[src/rtl/disk_pkg.sv]
// Shared encodings for the disk arbiter: command ops, instruction word
// layout, buffer-write word and the ownership/operation state machine.
package disk_pkg;

    localparam int N_REQ    = 2;
    localparam int SECTOR_W = 29;
    localparam int ADDR_W   = 9;
    localparam int WORD_W   = 32;

    typedef enum logic [1:0] {
        OP_BUF_WR  = 2'd0,
        OP_DISK_RD = 2'd1,
        OP_DISK_WR = 2'd2,
        OP_RSVD    = 2'd3
    } op_e;

    localparam int INSTR_SEL  = 31;
    localparam int INSTR_WR   = 30;
    localparam int INSTR_UART = 29;

    localparam logic [WORD_W-1:0] BUF_WR_WORD = 32'hC000_0000;

    typedef enum logic [2:0] {
        FREE  = 3'd0,
        OWNED = 3'd1,
        BUF   = 3'd2,
        ISSUE = 3'd3,
        BUSY  = 3'd4,
        DONE  = 3'd5
    } state_e;

    // Device instruction for a UART-backed sector transfer.
    function automatic logic [WORD_W-1:0] disk_word(input op_e op,
                                                    input logic [SECTOR_W-1:0] sector);
        logic [WORD_W-1:0] w;
        w                 = '0;
        w[INSTR_SEL]      = 1'b1;
        w[INSTR_WR]       = (op == OP_DISK_WR);
        w[INSTR_UART]     = 1'b1;
        w[SECTOR_W-1:0]   = sector;
        return w;
    endfunction

endpackage

[src/rtl/disk_arbiter_if.sv]
// Requester-side bus of the disk arbiter; lane i of every vector belongs to
// requester i (0 = CPU MMIO, 1 = boot loader).
interface disk_arbiter_if;
    import disk_pkg::*;

    logic [N_REQ-1:0]          req;
    logic [N_REQ-1:0]          gnt;
    logic [N_REQ-1:0]          cmd_valid;
    logic [2*N_REQ-1:0]        cmd_op;
    logic [SECTOR_W*N_REQ-1:0] cmd_sector;
    logic                      cmd_ready;
    logic [ADDR_W*N_REQ-1:0]   buf_addr;
    logic [WORD_W*N_REQ-1:0]   buf_wdata;
    logic [WORD_W*N_REQ-1:0]   buf_rdata;
    logic [N_REQ-1:0]          rsp_valid;
    logic [N_REQ-1:0]          rsp_err;

    modport master (
        output req, cmd_valid, cmd_op, cmd_sector, buf_addr, buf_wdata,
        input  gnt, cmd_ready, buf_rdata, rsp_valid, rsp_err
    );

    modport slave (
        input  req, cmd_valid, cmd_op, cmd_sector, buf_addr, buf_wdata,
        output gnt, cmd_ready, buf_rdata, rsp_valid, rsp_err
    );

endinterface

[src/rtl/disk_rr_pick.sv]
// Two-way round-robin picker: on a tie the requester that did not own the
// device last time wins; otherwise the single requester is picked.
module disk_rr_pick (
    input  logic [1:0] req,
    input  logic       last_owner,
    output logic [1:0] pick
);

    // One-hot pick from the current request vector.
    always_comb begin
        pick = 2'b00;
        if (req == 2'b11) begin
            pick = last_owner ? 2'b01 : 2'b10;
        end else begin
            pick = req;
        end
    end

endmodule

[src/rtl/disk_arbiter.sv]
// Grants the single sector disk device to one of two requesters, converts
// owner commands into device instruction words and read/write start pulses,
// waits for completion with a timeout and routes buffer word accesses.
module disk_arbiter
    import disk_pkg::*;
#(
    parameter int TO_W = 24
) (
    input  logic                clk,
    input  logic                rst,
    disk_arbiter_if.slave       req_if,
    output logic [WORD_W-1:0]   dev_instruction,
    output logic [ADDR_W-1:0]   dev_addr,
    output logic [WORD_W-1:0]   dev_data_in,
    input  logic [WORD_W-1:0]   dev_data_out,
    output logic                dev_read_pause,
    output logic                dev_write_pause,
    input  logic                dev_operate_done
);

    state_e                state_q, state_d;
    logic                  owner_q, owner_d;
    logic                  last_owner_q, last_owner_d;
    logic [TO_W-1:0]       timer_q, timer_d;
    logic                  err_q, err_d;
    op_e                   op_q, op_d;
    logic [SECTOR_W-1:0]   sector_q, sector_d;

    logic [1:0]            pick;
    logic                  own_req;
    logic                  own_valid;
    op_e                   own_op;
    logic [SECTOR_W-1:0]   own_sector;
    logic [ADDR_W-1:0]     own_addr;
    logic [WORD_W-1:0]     own_wdata;
    logic                  owned;

    disk_rr_pick u_pick (
        .req        (req_if.req),
        .last_owner (last_owner_q),
        .pick       (pick)
    );

    // Select the current owner's lane of every requester input.
    always_comb begin
        own_req    = req_if.req[owner_q];
        own_valid  = req_if.cmd_valid[owner_q];
        own_op     = op_e'(owner_q ? req_if.cmd_op[3:2] : req_if.cmd_op[1:0]);
        own_sector = owner_q ? req_if.cmd_sector[2*SECTOR_W-1:SECTOR_W]
                             : req_if.cmd_sector[SECTOR_W-1:0];
        own_addr   = owner_q ? req_if.buf_addr[2*ADDR_W-1:ADDR_W]
                             : req_if.buf_addr[ADDR_W-1:0];
        own_wdata  = owner_q ? req_if.buf_wdata[2*WORD_W-1:WORD_W]
                             : req_if.buf_wdata[WORD_W-1:0];
    end

    // Ownership and operation sequencing; done beats timeout in the same cycle.
    always_comb begin
        state_d      = state_q;
        owner_d      = owner_q;
        last_owner_d = last_owner_q;
        timer_d      = timer_q;
        err_d        = err_q;
        op_d         = op_q;
        sector_d     = sector_q;
        case (state_q)
            FREE: begin
                if (|req_if.req) begin
                    state_d      = OWNED;
                    owner_d      = pick[1];
                    last_owner_d = pick[1];
                end
            end
            OWNED: begin
                if (!own_req) begin
                    state_d = FREE;
                end else if (own_valid) begin
                    op_d     = own_op;
                    sector_d = own_sector;
                    err_d    = 1'b0;
                    case (own_op)
                        OP_BUF_WR:  state_d = BUF;
                        OP_DISK_RD: state_d = ISSUE;
                        OP_DISK_WR: state_d = ISSUE;
                        default: begin
                            state_d = DONE;
                            err_d   = 1'b1;
                        end
                    endcase
                end
            end
            BUF: begin
                state_d = DONE;
            end
            ISSUE: begin
                timer_d = '0;
                state_d = BUSY;
            end
            BUSY: begin
                if (dev_operate_done) begin
                    state_d = DONE;
                    err_d   = 1'b0;
                end else begin
                    timer_d = timer_q + 1'b1;
                    if (timer_d == {TO_W{1'b1}}) begin
                        state_d = DONE;
                        err_d   = 1'b1;
                    end
                end
            end
            DONE: begin
                state_d = OWNED;
            end
            default: begin
                state_d = FREE;
            end
        endcase
    end

    // Control state register.
    always_ff @(posedge clk) begin
        if (rst) begin
            state_q      <= FREE;
            owner_q      <= 1'b0;
            last_owner_q <= 1'b1;
            timer_q      <= '0;
            err_q        <= 1'b0;
        end else begin
            state_q      <= state_d;
            owner_q      <= owner_d;
            last_owner_q <= last_owner_d;
            timer_q      <= timer_d;
            err_q        <= err_d;
        end
    end

    // Latched command so the requester may change its inputs after acceptance.
    always_ff @(posedge clk) begin
        op_q     <= op_d;
        sector_q <= sector_d;
    end

    // Requester-facing and device-facing outputs decoded from the state.
    always_comb begin
        owned              = (state_q != FREE);
        req_if.gnt         = owned ? (owner_q ? 2'b10 : 2'b01) : 2'b00;
        req_if.cmd_ready   = (state_q == OWNED);
        req_if.rsp_valid   = 2'b00;
        req_if.rsp_err     = 2'b00;
        if (state_q == DONE) begin
            req_if.rsp_valid[owner_q] = 1'b1;
            req_if.rsp_err[owner_q]   = err_q;
        end
        req_if.buf_rdata   = '0;
        if (owned) begin
            if (owner_q) begin
                req_if.buf_rdata[2*WORD_W-1:WORD_W] = dev_data_out;
            end else begin
                req_if.buf_rdata[WORD_W-1:0] = dev_data_out;
            end
        end
        dev_addr        = owned ? own_addr : '0;
        dev_data_in     = owned ? own_wdata : '0;
        dev_read_pause  = (state_q == ISSUE) && (op_q == OP_DISK_RD);
        dev_write_pause = (state_q == ISSUE) && (op_q == OP_DISK_WR);
        dev_instruction = '0;
        case (state_q)
            BUF:   dev_instruction = BUF_WR_WORD;
            ISSUE: dev_instruction = disk_word(op_q, sector_q);
            BUSY:  dev_instruction = disk_word(op_q, sector_q);
            DONE: begin
                if ((op_q == OP_DISK_RD) || (op_q == OP_DISK_WR)) begin
                    dev_instruction = disk_word(op_q, sector_q);
                end
            end
            default: dev_instruction = '0;
        endcase
    end

endmodule

[src/flat_wrapper.sv]
// flat-port wrapper written by rule: the top's interface ports become plain ports
module disk_arbiter_flat import disk_pkg::*;
#(
    parameter int TO_W = 24
)
  (clk, rst, dev_instruction, dev_addr, dev_data_in, dev_data_out, dev_read_pause, dev_write_pause, dev_operate_done, req_if_req, req_if_cmd_valid, req_if_cmd_op, req_if_cmd_sector, req_if_buf_addr, req_if_buf_wdata, req_if_gnt, req_if_cmd_ready, req_if_buf_rdata, req_if_rsp_valid, req_if_rsp_err);
  disk_arbiter_if req_if_i ();
  input  logic clk;
  input  logic rst;
  output logic [WORD_W-1:0] dev_instruction;
  output logic [ADDR_W-1:0] dev_addr;
  output logic [WORD_W-1:0] dev_data_in;
  input  logic [WORD_W-1:0] dev_data_out;
  output logic dev_read_pause;
  output logic dev_write_pause;
  input  logic dev_operate_done;
  input wire logic [$bits(req_if_i.req)-1:0] req_if_req;
  input wire logic [$bits(req_if_i.cmd_valid)-1:0] req_if_cmd_valid;
  input wire logic [$bits(req_if_i.cmd_op)-1:0] req_if_cmd_op;
  input wire logic [$bits(req_if_i.cmd_sector)-1:0] req_if_cmd_sector;
  input wire logic [$bits(req_if_i.buf_addr)-1:0] req_if_buf_addr;
  input wire logic [$bits(req_if_i.buf_wdata)-1:0] req_if_buf_wdata;
  output wire logic [$bits(req_if_i.gnt)-1:0] req_if_gnt;
  output wire logic [$bits(req_if_i.cmd_ready)-1:0] req_if_cmd_ready;
  output wire logic [$bits(req_if_i.buf_rdata)-1:0] req_if_buf_rdata;
  output wire logic [$bits(req_if_i.rsp_valid)-1:0] req_if_rsp_valid;
  output wire logic [$bits(req_if_i.rsp_err)-1:0] req_if_rsp_err;
  assign req_if_i.req = req_if_req;
  assign req_if_i.cmd_valid = req_if_cmd_valid;
  assign req_if_i.cmd_op = req_if_cmd_op;
  assign req_if_i.cmd_sector = req_if_cmd_sector;
  assign req_if_i.buf_addr = req_if_buf_addr;
  assign req_if_i.buf_wdata = req_if_buf_wdata;
  assign req_if_gnt = req_if_i.gnt;
  assign req_if_cmd_ready = req_if_i.cmd_ready;
  assign req_if_buf_rdata = req_if_i.buf_rdata;
  assign req_if_rsp_valid = req_if_i.rsp_valid;
  assign req_if_rsp_err = req_if_i.rsp_err;
  disk_arbiter #(.TO_W(TO_W)) u_core (.clk(clk), .rst(rst), .req_if(req_if_i), .dev_instruction(dev_instruction), .dev_addr(dev_addr), .dev_data_in(dev_data_in), .dev_data_out(dev_data_out), .dev_read_pause(dev_read_pause), .dev_write_pause(dev_write_pause), .dev_operate_done(dev_operate_done));
endmodule
[config.mk]
export PLATFORM = sky130hd
export DESIGN_NAME = disk_arbiter_flat
export DESIGN_NICKNAME = d
export VERILOG_FILES = /design/src/rtl/disk_pkg.sv /design/src/rtl/disk_arbiter_if.sv /design/src/rtl/disk_rr_pick.sv /design/src/rtl/disk_arbiter.sv /design/src/flat_wrapper.sv
export SDC_FILE = /design/constraint.sdc
export NUM_CORES = 1
export LEC_CHECK = 0
export ABC_AREA = 1
export BUFFER_PORTS_ARGS = -buffer_cell sky130_fd_sc_hd__buf_4
export CORE_AREA = 2 2 128 130
export DETAILED_ROUTE_END_ITERATION = 8
export DIE_AREA = 0 0 130 132
export PLACE_DENSITY = 0.72
export SYNTH_ARGS = -nofsm -noshare
export SYNTH_HDL_FRONTEND = slang
export SYNTH_SLANG_ARGS = --single-unit
export TNS_END_PERCENT = 20
[constraint.sdc]
create_clock -name clk -period 3 [get_ports clk]
set_input_delay 0.45 -clock clk [delete_from_list [all_inputs] [get_ports clk]]
set_output_delay 0.45 -clock clk [all_outputs]
set_load 0.1 [all_outputs]
==> impl_metrics.csv <==
group,metric,value,unit
sta,worst_pin_slew,0.739,ns
critical_path,cp_cell_sequence,"nor2_1 > inv_1 > nor2_2 > nor2_4 > buf_6 > a22oi_1 > inv_1 > buf_12",
sta,slew-limit-headroom,50.6,%
sta,setup-tns-final,0,ns
clock_tree,ctsHtreeMaxLevel,3,
critical_path,crit_top_cell,"inv_1",
critical_path,cp-end-kind,"primary output",
power,p_leak,4.18,nW
global_route,grt_pass1_wl,31400,microns
power,ir_worst_vdd,0.000916,V
global_route,grt-ovfl-total,0,
global_route,grt_max_degree,38,
critical_path,cp.required,2.55,ns
detailed_routing,drc,0,
critical_path,r2r_end,"u_core.state_q[2]",
detailed_routing,drt_pre_antenna_iters,5,
synth,ys_warn_count,0,
min_path,min_from,"req_if_cmd_sector[11]",
floorplan,die_h,132,microns
cells_and_area,drive_above_1_share,34.0,%
sta,timing.fmax,0.341,GHz
power,combPwrFrac,76.0,%
critical_path,slowest_stage,"nor2_2",
cells_and_area,fin_cells,1315,
sta,final_max_slew_viol_count,0,
global_route,grt_pass1_vias,5495,
sta,min_period,2.93,ns
synth,synthArstFlopShare,0,%
power,p_per_area,1120,nW/um^2
floorplan,die_area,17200,sq um
cells_and_area,regArea,1530,sq um
cells_and_area,syn_to_final_growth,68.0,%
global_route,antenna_found_initial,1,
power,power_switching_share,66.0,%
floorplan,io_pins,329,
synth,ys_seq_elements,61,
synth,synth_cells,775,
cells_and_area,multi_input_area,2350,sq um
clock_tree,cts_buffer_depth,2,
flow_run,max_cap_viol_count,0,
critical_path,cp_top_family,"simple AND/OR/NAND/NOR gates",
floorplan,die_x,130,microns
synth,synth_edf_count,31,
critical_path,cp_max_fo,26,
cells_and_area,nets,1280,
placed_design,dp_cells,1297,
sta,skew,0.0108,ns
outcome,status,"completed",
synth,avgSynthCellArea,5.94,sq um
synth,synth_area,4600,sq um
clock_tree,cts_root_buf,"clkbuf_16",
critical_path,cp_slowest_stage_delay,0.44,ns
synth,synthFlopType,"edfxtp_1",
sta,hold_viol,0,
sta,fin_crit_sh,97.7,%
power,power.share.clock,12.1,%
clock_tree,cts.sinks,61,
power,p_sw,0.00569,W
critical_path,crit_buf_inv,4,
synth,syn_nets,962,
cells_and_area,num-fill-cells,1619,
sta,rsz0062_at_grt,"yes",
sta,setup_ws,0.0693,ns
clock_tree,cts_hold_buf,0,
placed_design,io_buffers,328,
clock_tree,clk_pin_slew,0.06,ns
critical_path,start_kind,"flop",
clock_tree,cts_made_buffers,9,
power,seq_power_share,12.0,%
clock_tree,clk_latency,0.34,ns
clock_tree,cts_tree,"built",
min_path,holdPathStages,3,
clock_tree,post_cts_buffers,0,
min_path,worstHoldEndpoint,"u_core.sector_q[11]",
placed_design,gp_congestion,0.941,
detailed_routing,initialDrtViolationCount,463,
floorplan,coreArea,15700,sq um
critical_path,r2r_cells,11,
detailed_routing,vias_per_cell,4.57,
critical_path,reg2reg_slack,0.72,ns
detailed_routing,wl,21700,microns
placed_design,preCtsSetupSlack,0.245,ns
critical_path,critical_path_class,"flop to primary output",
power,intPower,0.00293,W
critical_path,r2r-start,"u_core.owner_q",
sta,finalSetupViolCount,0,
floorplan,rows,46,
synth,seq_area_frac_synth,33.3,%
detailed_routing,vias,6010,
detailed_routing,drtAntennaViolNets,0,
detailed_routing,wl_per_cell,16.5,microns
min_path,hp-class,"input port to flop",
synth,synth.distinct_cells,28,
global_route,grtUsageTotal,24.4,%
placed_design,dp_hpwl,17500,microns
floorplan,start_util,29.3,%
critical_path,cp.arrival,2.48,ns
## power groups by stage
stage          sequential, W  combinational (W)  clock [W]
2_1_floorplan        0.00104            0.00491          0
3_3_place_gp         0.00104            0.00643          0
3_5_place_dp         0.00105            0.00645          0
4_1_cts              0.00103            0.00648    0.00105
5_1_grt              0.00104            0.00678    0.00110
6_report             0.00103            0.00655    0.00104
## tightest hold or removal path: stages
cell	delay, ns
buf_4	0.08
nand2_1	0.04
nand2_1	0.05
## registers in the layout, indices dropped and copies added (netlist names)
name                 cells
u_core.last_owner_q      1
u_core.sector_q         29
u_core.owner_q           1
u_core.state_q           3
u_core.op_q              2
u_core.err_q             1
u_core.timer_q          24
## final cells by class
type                            instances  area share [%]
Clock inverter                          5           0.664
Inverter                              167            8.16
Sequential cell                        61            19.8
Clock buffer                           11            3.14
Timing Repair Buffer                  337            34.2
Multi-Input combinational cell        517            30.4
Antenna cell                            1          0.0324
Tap cell                              216            3.50
## logic make-up (layout without fill, tap and decap cells)
group                    Yosys count  in the layout  share of synthesized area (%)
other                              0              1                              0
buffers and inverters            198            520                           16.3
adder cells (fa/ha/maj)            4              4                           1.09
AO/OA/AOI/OAI                     87             87                           12.0
AND/OR/NAND/NOR                  423            424                           36.9
multiplexers                       1              1                          0.218
XOR/XNOR                           1              1                          0.190
flip-flops                        61             61                           33.3
## per-stage QoR
step | hold slack (ns) | total power (W) | cell area (sq um) | util, %
2_1_floorplan | 0.429 | 0.00595 | 4610 | -
3_3_place_gp | 0.449 | 0.00748 | 7350 | 46.8
3_5_place_dp | 0.447 | 0.00749 | 7350 | 46.8
4_1_cts | 0.371 | 0.00857 | 7650 | 48.7
5_1_grt | 0.389 | 0.00892 | 7730 | 49.2
6_report | 0.380 | 0.00862 | 7730 | 49.2
## cell usage after synthesis (all sizes together) (2+ instances only)
cell type | count | area share, %
ha | 4 | 1.1
buf | 10 | 0.98
nor2 | 150 | 13
inv | 166 | 14
or2 | 5 | 0.68
a21oi | 29 | 3.2
clkbuf | 21 | 1.7
dfxtp | 30 | 13
nand4 | 6 | 0.82
nand3 | 29 | 3.2
nor3 | 4 | 0.44
nand2 | 228 | 19
a22oi | 41 | 6.7
edfxtp | 31 | 20
o21ai | 13 | 1.4
o211ai | 2 | 0.33
## metal layers
metal | vias up | track usage [%] | wire [microns]
li1 | 2994 | - | -
met1 | 2697 | 29.1 | 8510
met2 | 289 | 43.2 | 10800
met3 | 30 | 5.32 | 1860
met4 | 0 | 7.35 | 518
met5 | - | 0 | 0
## how the worst max path moves through the flow
stage	start	endpoint	slack [ns]	depth (start not counted)
after CTS	u_core.owner_q	dev_data_in[30]	0.02	5
after floorplan	u_core.state_q[1]	dev_instruction[20]	-0.35	9
after detailed placement	u_core.state_q[1]	req_if_buf_rdata[41]	0.25	8
after global placement	u_core.state_q[1]	dev_data_in[21]	0.27	7
final	u_core.state_q[0]	dev_data_in[23]	0.07	8
after global routing	u_core.state_q[0]	dev_data_in[23]	-0.10	8
## cells in the final DEF, fill, tap and decap left out, types with 12 or more instances in the layout
cell and instances:
nand3_1 29, dfxtp_1 29, o21ai_0 12, buf_6 16, nand2_1 225, buf_4 316
edfxtp_1 31, a22oi_1 41, a21oi_1 28, nor2_1 140, inv_1 165
## what timing repair did
| item | CTS | global route |
|---|---|---|
| gates resized for setup | 1 | 21 |
| endpoints found under the setup margin | 38 | 80 |
| cloned | 1 | 0 |
(Power assumes the default switching activity.)
